File: src/rtl/gray_pkg.sv
// Shared Gray-code helpers for counters and their downstream users.
// Pure functions, no latency (elaborate to combinational logic).
// No flow control; callers size arguments through GRAY_MAX_W zero-extension.
package gray_pkg;

  // Widest counter the helpers cover; narrower values are zero-extended.
  localparam int GRAY_MAX_W = 32;

  // Binary to reflected Gray: g[i] = b[i+1] ^ b[i], top bit passes through.
  // Zero-extension makes the result correct for any width <= GRAY_MAX_W.
  function automatic logic [GRAY_MAX_W-1:0] bin2gray(input logic [GRAY_MAX_W-1:0] b);
    return b ^ (b >> 1);
  endfunction

  // Gray back to binary: each binary bit is the XOR of all Gray bits at or above it.
  function automatic logic [GRAY_MAX_W-1:0] gray2bin(input logic [GRAY_MAX_W-1:0] g);
    logic [GRAY_MAX_W-1:0] b;
    b = '0;
    for (int i = 0; i < GRAY_MAX_W; i++) begin
      b[i] = ^(g >> i);
    end
    return b;
  endfunction

  // MAX_CNT helper: all-ones count for a counter of width w.
  function automatic logic [GRAY_MAX_W-1:0] max_cnt(input int w);
    logic [63:0] one_past;
    one_past = 64'd1 << w;
    return GRAY_MAX_W'(one_past - 64'd1);
  endfunction

endpackage

File: src/rtl/gray_counter_param_if.sv
// Control and result bundle for gray_counter_param.
// No latency of its own; just wires.
// No backpressure; the counter accepts a command every cycle.
interface gray_counter_param_if #(
  parameter int WIDTH = 4
);
  logic             clr;
  logic             load;
  logic [WIDTH-1:0] load_val;
  logic             en;
  logic             up_dn;
  logic [WIDTH-1:0] bin_q;
  logic [WIDTH-1:0] gray_q;
  logic             tc;
  logic             wrap;

  // Controller side: issues commands, observes the count.
  modport master (
    output clr, load, load_val, en, up_dn,
    input  bin_q, gray_q, tc, wrap
  );

  // Counter side.
  modport slave (
    input  clr, load, load_val, en, up_dn,
    output bin_q, gray_q, tc, wrap
  );
endinterface

File: src/rtl/bin_to_gray_comb.sv
// Binary-to-Gray converter of arbitrary width.
// Zero latency, purely combinational.
// No flow control.
module bin_to_gray_comb #(
  parameter int WIDTH = 4
) (
  input  logic [WIDTH-1:0] bin,
  output logic [WIDTH-1:0] gray
);

  // Each Gray bit marks a change between adjacent binary bits; MSB is copied.
  assign gray = bin ^ (bin >> 1);

endmodule

File: src/rtl/gray_counter_param.sv
// Up/down binary counter with registered Gray output, clear and parallel load.
// One cycle: commands take effect on the next rising clk edge; tc is combinational.
// No backpressure. Optional GRAY_CNT_SATURATE_EN: stop at the ends instead of wrapping.
module gray_counter_param
  import gray_pkg::*;
#(
  parameter int          WIDTH = 4,
  parameter int unsigned INIT  = 0
) (
  input logic                 clk,
  input logic                 rst_n,
  gray_counter_param_if.slave bus
);

  localparam logic [WIDTH-1:0] TOP_VAL  = WIDTH'(max_cnt(WIDTH));
  localparam logic [WIDTH-1:0] INIT_BIN = WIDTH'(INIT);
  localparam logic [WIDTH-1:0] INIT_GRY = WIDTH'(bin2gray(GRAY_MAX_W'(INIT_BIN)));

  logic [WIDTH-1:0] cnt;
  logic [WIDTH-1:0] cnt_nxt;
  logic [WIDTH-1:0] gray_nxt;
  logic [WIDTH-1:0] gray_r;
  logic             wrap_nxt;
  logic             wrap_r;
  logic             at_top;
  logic             at_bot;

  assign at_top = (cnt == TOP_VAL);
  assign at_bot = (cnt == '0);

  // Next count by priority clr > load > en > hold; wrap only on a counted rollover.
  always_comb begin
    cnt_nxt  = cnt;
    wrap_nxt = 1'b0;
    if (bus.clr) begin
      cnt_nxt = INIT_BIN;
    end else if (bus.load) begin
      cnt_nxt = bus.load_val;
    end else if (bus.en) begin
      if (bus.up_dn) begin
        if (at_top) begin
`ifdef GRAY_CNT_SATURATE_EN
          cnt_nxt  = cnt;
`else
          cnt_nxt  = '0;
          wrap_nxt = 1'b1;
`endif
        end else begin
          cnt_nxt = cnt + WIDTH'(1);
        end
      end else begin
        if (at_bot) begin
`ifdef GRAY_CNT_SATURATE_EN
          cnt_nxt  = cnt;
`else
          cnt_nxt  = TOP_VAL;
          wrap_nxt = 1'b1;
`endif
        end else begin
          cnt_nxt = cnt - WIDTH'(1);
        end
      end
    end
  end

  // Gray is encoded from the next count so the Gray register itself is glitch-free.
  bin_to_gray_comb #(.WIDTH(WIDTH)) u_b2g (
    .bin  (cnt_nxt),
    .gray (gray_nxt)
  );

  // Binary, Gray and wrap registers all update on the same edge.
  always_ff @(posedge clk or negedge rst_n) begin
    if (!rst_n) begin
      cnt    <= INIT_BIN;
      gray_r <= INIT_GRY;
      wrap_r <= 1'b0;
    end else begin
      cnt    <= cnt_nxt;
      gray_r <= gray_nxt;
      wrap_r <= wrap_nxt;
    end
  end

  assign bus.bin_q  = cnt;
  assign bus.gray_q = gray_r;
  assign bus.wrap   = wrap_r;
  // Terminal count tracks the current direction so it flags the end we are heading to.
  assign bus.tc     = bus.up_dn ? at_top : at_bot;

endmodule

File: src/flat_wrapper.sv
// flat-port wrapper written by rule: the top's interface ports become plain ports
module gray_counter_param_flat import gray_pkg::*;
#(
  parameter int          WIDTH = 4,
  parameter int unsigned INIT  = 0
)
  (clk, rst_n, bus_clr, bus_load, bus_load_val, bus_en, bus_up_dn, bus_bin_q, bus_gray_q, bus_tc, bus_wrap);
  gray_counter_param_if #(.WIDTH(WIDTH)) bus_i ();
  input logic clk;
  input logic rst_n;
  input wire logic [$bits(bus_i.clr)-1:0] bus_clr;
  input wire logic [$bits(bus_i.load)-1:0] bus_load;
  input wire logic [$bits(bus_i.load_val)-1:0] bus_load_val;
  input wire logic [$bits(bus_i.en)-1:0] bus_en;
  input wire logic [$bits(bus_i.up_dn)-1:0] bus_up_dn;
  output wire logic [$bits(bus_i.bin_q)-1:0] bus_bin_q;
  output wire logic [$bits(bus_i.gray_q)-1:0] bus_gray_q;
  output wire logic [$bits(bus_i.tc)-1:0] bus_tc;
  output wire logic [$bits(bus_i.wrap)-1:0] bus_wrap;
  assign bus_i.clr = bus_clr;
  assign bus_i.load = bus_load;
  assign bus_i.load_val = bus_load_val;
  assign bus_i.en = bus_en;
  assign bus_i.up_dn = bus_up_dn;
  assign bus_bin_q = bus_i.bin_q;
  assign bus_gray_q = bus_i.gray_q;
  assign bus_tc = bus_i.tc;
  assign bus_wrap = bus_i.wrap;
  gray_counter_param #(.WIDTH(WIDTH), .INIT(INIT)) u_core (.clk(clk), .rst_n(rst_n), .bus(bus_i));
endmodule
File: config.mk
export PLATFORM = sky130hd
export DESIGN_NAME = gray_counter_param_flat
export DESIGN_NICKNAME = d
export VERILOG_FILES = /design/src/rtl/gray_pkg.sv /design/src/rtl/gray_counter_param_if.sv /design/src/rtl/bin_to_gray_comb.sv /design/src/rtl/gray_counter_param.sv /design/src/flat_wrapper.sv
export SDC_FILE = /design/constraint.sdc
export NUM_CORES = 1
export LEC_CHECK = 0
export ABC_CLOCK_PERIOD_IN_PS = 3230
export CAP_MARGIN = 15
export CELL_PAD_IN_SITES_DETAIL_PLACEMENT = 0
export CELL_PAD_IN_SITES_GLOBAL_PLACEMENT = 1
export CORE_MARGIN = 2
export CORE_UTILIZATION = 30
export DETAILED_ROUTE_END_ITERATION = 10
export PLACE_DENSITY_LB_ADDON = 0.1
export SLEW_MARGIN = 20
export SYNTH_ARGS = -nofsm -noshare
export SYNTH_HDL_FRONTEND = slang
export SYNTH_SLANG_ARGS = --single-unit
File: constraint.sdc
create_clock -name clk -period 3.23 [get_ports clk]
set_input_delay 0.323 -clock clk [delete_from_list [all_inputs] [get_ports clk]]
set_output_delay 0.323 -clock clk [all_outputs]
set_load 0.02 [all_outputs]
# After elaboration in Yosys (flattened, before gate mapping)
# Index checks and enable logic that the tools add are counted.
# W data, S select, Z words.
[totals]
ff_bits = 9
in_bits = 10
elab_cells = 21
[classes]
addsub = 2
eq_ne = 1
mux = 13
n_bitwise = 1
reduce_logical = 1
[op_table]
columns = ["operator", "count"]
rows = [
  ["$mux W4", 6],
  ["$mux W1", 7],
  ["$add A4 B1 Y4 const B", 1],
  ["$eq A4 B4 Y1 const B", 1],
  ["$logic_not A4 Y1", 1],
  ["$sub A4 B1 Y4 const B", 1],
  ["$xor A4 B3 Y4", 1],
]

# Depth between registers and ports, before layout
[logic_depth]
word_depth = 7
depth_mapped = 7
mapped_depth_nobuf = 7

# Hierarchy
# A second synthesis with hierarchy kept.
[unflattened]
hier_cells = 57
area_unflattened_um2 = 563.0
[by_module_without_submodules]
columns = ["mod", "n_inst", "cells_per_inst", "area_each_um2", "seq_area_each_um2"]
rows = [
  ["gray_counter_param", 1, 53, 529.3, 225.2],
  ["bin_to_gray_comb", 1, 4, 33.8, 0.0],
]

# Worst setup path after synthesis
# OpenSTA, ideal clock, no wires.
[synth_timing]
path_type = "reg-to-reg"
startpoint = "register u_core.cnt[0] (netlist: u_core.bus.bin_q[0])"
endpoint = "register u_core.gray_r[0] (netlist: u_core.bus.gray_q[0])"
setup_ns = 0.118
arrival_ns = 1.797
required_time_ns = 3.112
slack_ns = 1.314
stages_incl_launch_ff = 8
n_path_buf = 0
period_less_slack_ns = 1.916
cell_sequence = "dfrtp_1 -> inv_1 -> ha_1 -> or4b_4 -> and3_4 -> o31ai_2 -> xor2_1 -> nor2_1"
[synth_between]
elab_chain_cells = 7
elab_cells_between_ends = 11
[synth_rtl]
columns = ["element", "line", "text"]
rows = [
  ["from (decl)", "gray_counter_param.sv:19", "logic [WIDTH-1:0] cnt;"],
  ["from (signal assigned)", "gray_counter_param.sv:79", "cnt <= cnt_nxt;"],
  ["$sub A4 B1 Y4, or another cell as far along", "gray_counter_param.sv:60", "cnt_nxt = cnt - WIDTH'(1);"],
  ["$mux W4, on equally long branches", "gray_counter_param.sv:52, gray_counter_param.sv:41", ""],
  ["$mux W4", "gray_counter_param.sv:40", "if (bus.up_dn) begin"],
  ["$mux W4 *", "gray_counter_param.sv:39", "end else if (bus.en) begin"],
  ["$mux W4 *", "gray_counter_param.sv:37", "end else if (bus.load) begin"],
  ["$mux W4 *", "gray_counter_param.sv:35", "if (bus.clr) begin"],
  ["$xor A4 B3 Y4 *", "bin_to_gray_comb.sv:12", "assign gray = bin ^ (bin >> 1);"],
  ["via u_core.gray_nxt[0]", "gray_counter_param.sv:21", "logic [WIDTH-1:0] gray_nxt;"],
  ["to (signal assigned)", "gray_counter_param.sv:80", "gray_r <= gray_nxt;"],
  ["to (decl)", "gray_counter_param.sv:22", "logic [WIDTH-1:0] gray_r;"],
]
# Mark *: on every way through the listed nets, which the timed path passes. The rest lies on a longest branch.

# Worst setup path in the final report
[layout_timing]
startpoint = "register u_core.cnt[0] (netlist: u_core.bus.bin_q[0])"
endpoint = "output bus_tc"
[layout_between]
elab_chain_cells = 2
elab_cells_between_ends = 3
[layout_rtl]
columns = ["element", "line", "text"]
rows = [
  ["$eq A4 B4 Y1 / $logic_not A4 Y1 (equally long branches)", "gray_counter_param.sv:28, gray_counter_param.sv:29", ""],
  ["$mux W1 *", "gray_counter_param.sv:89", "assign bus.tc = bus.up_dn ? at_top : at_bot;"],
  ["to (decl)", "flat_wrapper.sv:18", "output wire logic [$bits(bus_i.tc)-1:0] bus_tc;"],
]
# Every way passes the cells marked *; elsewhere a longest branch is shown, timed or not.

==> PnR_summary.wiki <==
{| class="wikitable"
! Metric !! Value
|-
| Post-layout instance count excluding filler cells || 88
|-
| Reported max-cap violation count || 0
|-
| Detail Placement HPWL || 882 µm
|-
| Count of inserted antenna diode cells || 0
|-
| Share of synthesized cell area in full adder, half adder and majority cells || 4.99%
|-
| Floorplan row count || 14
|-
| Buffer levels on the longest clock path || 2
|-
| Via count || 432
|-
| Final weighted congestion in routability-driven placement || 0.793
|-
| Final non-filler cell area || 727 µm²
|-
| Power density over the cells || 402 nW/µm²
|-
| Area of the core || 1540 µm²
|-
| Final hold viol count || 0
|-
| Xor and xnor area share after synthesis || 8.73%
|-
| First-pass GRT wire length || 1860 µm
|-
| Type of the most critical hold path || in2async
|-
| Final Total Pwr || 0.292 mW
|-
| DRC viols || 0
|-
| Port-buffer cells || 19
|-
| Seq cells post-synth || 8
|-
| Synthesized-area fraction occupied by and/or/nand/nor cells || 20.0%
|-
| Hold-fix buffers, CTS || 0
|-
| Combinational family with the most area after synthesis || simple AND/OR/NAND/NOR gates
|-
| Clock period minus worst slack || 2.47 ns
|-
| Number of instances in the placed design || 85
|-
| Clock tree sinks || 8
|-
| Average wire per standard cell || 12.3 µm
|-
| Crit-path slowest cell || clkdlybuf4s50_1
|-
| Share of the synthesized area in compound gates (AO/OA/AOI/OAI) || 15.7%
|-
| EDFF count, synth || 0
|-
| Number of pins exceeding their max-slew limit in the final report || 0
|-
| Die outline height || 44.9 µm
|-
| Startpoint type of the worst setup path || flip-flop
|-
| Critical path, cell by cell || inv_1 -> ha_1 -> or4b_4 -> nand2_1 -> clkdlybuf4s50_1
|-
| Maximum fanout along the worst path || 9
|-
| Required arrival time at the worst endpoint || 2.91 ns
|-
| TritonCTS buffer count || 3
|-
| Maximum clock frequency || 405 MHz
|-
| Number of global-route vias before repair || 432
|-
| Proportion of synthesized flip-flops having asynchronous set or reset || 100%
|-
| Start-to-end type of the worst setup path || reg2out
|-
| Overflow after GRT || 0
|-
| Final worst clock skew || 0.00259 ns
|-
| Die X || 44.9 µm
|-
| Pin slew with the least headroom to its limit || 0.374 ns
|-
| Result of the run || complete, no violations
|-
| Cell type with the largest total area after synthesis || dfrtp_1
|-
| Leak pwr || 0.326 nW
|-
| Worst slew margin relative to its limit || 75.0%
|-
| Wire length reported by the detailed router || 1080 µm
|-
| Mux share of post-synthesis cell area || 6.23%
|-
| Fraction of layout cells with a size suffix above 1 || 13.9%
|-
| Floorplan die area || 2020 µm²
|-
| Biggest area contributors in the synthesized netlist || dfrtp_1 (40%), xor2_1 (8.7%), ha_1 (5.0%)
|-
| Clock latency reported for the late side of the worst-skew pair || 0.24 ns
|-
| Most common cell in the netlist || dfrtp_1
|-
| Overall fraction of global-route tracks in use || 13.3%
|-
| Combined area of all synthesized cells || 502 µm²
|-
| RSZ-0062 raised after global routing || false
|-
| Clock tree root buffer cell || clkbuf_4
|-
| TritonCTS clock tree || built
|-
| Period utilization || 76.5%
|-
| Commonest cells post-synth || dfrtp_1 (8), nor2_1 (6), xor2_1 (5), nand2_1 (4)
|-
| Number of antenna violations at the first check in global routing || 0
|-
| Sequential cell area fraction in the yosys report || 39.9%
|-
| Length of the first detailed-routing pass in iterations || 4
|-
| Setup slack at placement || 0.860 ns
|-
| Total I/O pin count || 20
|-
| Predominant post-synthesis flop cell || dfrtp_1
|-
| Net count of the mapped netlist || 63
|-
| Setup WS post-layout || 0.759 ns
|-
| Arrival time reported for the critical path endpoint || 2.15 ns
|-
| Area after detailed placement || 704 µm²
|-
| Distinct cell type count of the synthesized netlist || 25
|-
| Post-synthesis cell count || 51
|-
| Biggest cell delay along the critical path || 0.60 ns
|-
| Post-CTS Setup Repair Bufs || 0
|-
| Final setup TNS || 0 ns
|-
| Initial DRC count || 6
|-
| Via-per-instance ratio || 4.91
|-
| Worst vdd ir || 0.320 mV
|-
| Maximum level of the CTS H-tree || 1
|-
| Pin count of the biggest net entering global routing || 10
|-
| Yosys warning count || 0
|-
| Area added between synthesis and finish || 44.9%
|-
| Crit end category || output pin
|-
| Initial Utilization || 32.5%
|-
| Number of nets at the end of the flow || 86
|-
| Area share of the largest cell type after synthesis || 39.9%
|-
| Post-cts resize count || 0
|-
| Clock-pin slew reported for the worst setup and hold paths after clock tree synthesis || 0.05 ns
|-
| Mean Syn Cell Area || 9.84 µm²
|-
| DRT antenna net count || 0
|-
| Setup-failing EPs final || 0
|}
[layout make-up]
cell class | instances | area [µm²]
fill | 170 | 815
multi-input combinational | 38 | 279
sequential | 8 | 200
timing repair buffer | 19 | 190
clock buffer | 3 | 22.5
tap | 16 | 20.0
inverter | 4 | 15.0
[state kept, by name, indices dropped and copies added (netlist names)]
register	cells
u_core.bus.bin_q	4
u_core.bus.wrap	1
u_core.bus.gray_q	3
[cell usage in the layout, fill, tap and decap left out, types with 2 or more instances in the layout]
cell type	n
dfrtp_1	8
mux2i_1	2
clkdlybuf4s50_1	19
nor2_1	6
nand2_1	4
o21ai_0	2
a21oi_1	3
clkbuf_4	3
xor2_1	5
ha_1	2
inv_1	3
[logic make-up after synthesis]
family	after synthesis
AOI/OAI and AO/OA	10
xor gates and xnor gates	5
adders and majority gates	2
buffers and inverters	5
DFF	8
muxes	3
and+or+nand+nor	18
[power breakdown]
| group | total, mW | internal, mW | switching, mW |
|---|---|---|---|
| combinational | 0.0999 | 0.0514 | 0.0485 |
| clock | 0.0712 | 0.0422 | 0.0291 |
| sequential | 0.121 | 0.111 | 0.0102 |
| total | 0.292 | 0.204 | 0.0878 |
[through the flow]
step | hold WS [ns] | utilization (%)
after floorplan | 0.0274 | -
after global placement | 0.613 | 45.7
after detailed placement | 0.611 | 45.7
after CTS | 0.351 | 47.2
after global routing | 0.358 | 47.2
final | 0.345 | 47.2
[critical path: cells and delay by family, from the launching register on]
family	cells	cell delay, ns
fa+ha+maj	1	0.19
buf+inv	2	0.69
flops	1	0.47
simple gates	2	0.56
[routing by layer]
layer | vias to the layer above | track usage [%] | part of all wire [%]
met5 | - | 0 | 0
met4 | 0 | 1.76 | 0
met3 | 0 | 6.00 | 5.3
met2 | 13 | 22.3 | 51
met1 | 197 | 16.1 | 44
li1 | 222 | - | -
[worst paths after layout]
kind,from,endpoint,slack (ns),cells past startpoint
worst max-delay path,u_core.bus.bin_q[0]$_DFF_PN0_,bus_tc,0.76,5
worst min-delay path,rst_n,u_core.bus.gray_q[2]$_DFF_PN0_,0.34,1
worst max register to register,u_core.bus.bin_q[0]$_DFF_PN0_,u_core.bus.gray_q[0]$_DFF_PN0_,1.23,7
worst min register to register,u_core.bus.bin_q[2]$_DFF_PN0_,u_core.bus.wrap$_DFF_PN0_,0.87,3
max in group asynchronous,rst_n,u_core.bus.gray_q[0]$_DFF_PN0_,2.64,1
min in group clk,bus_load_val[3],u_core.bus.bin_q[3]$_DFF_PN0_,0.71,3
Power figures use the tool's default switching activity.
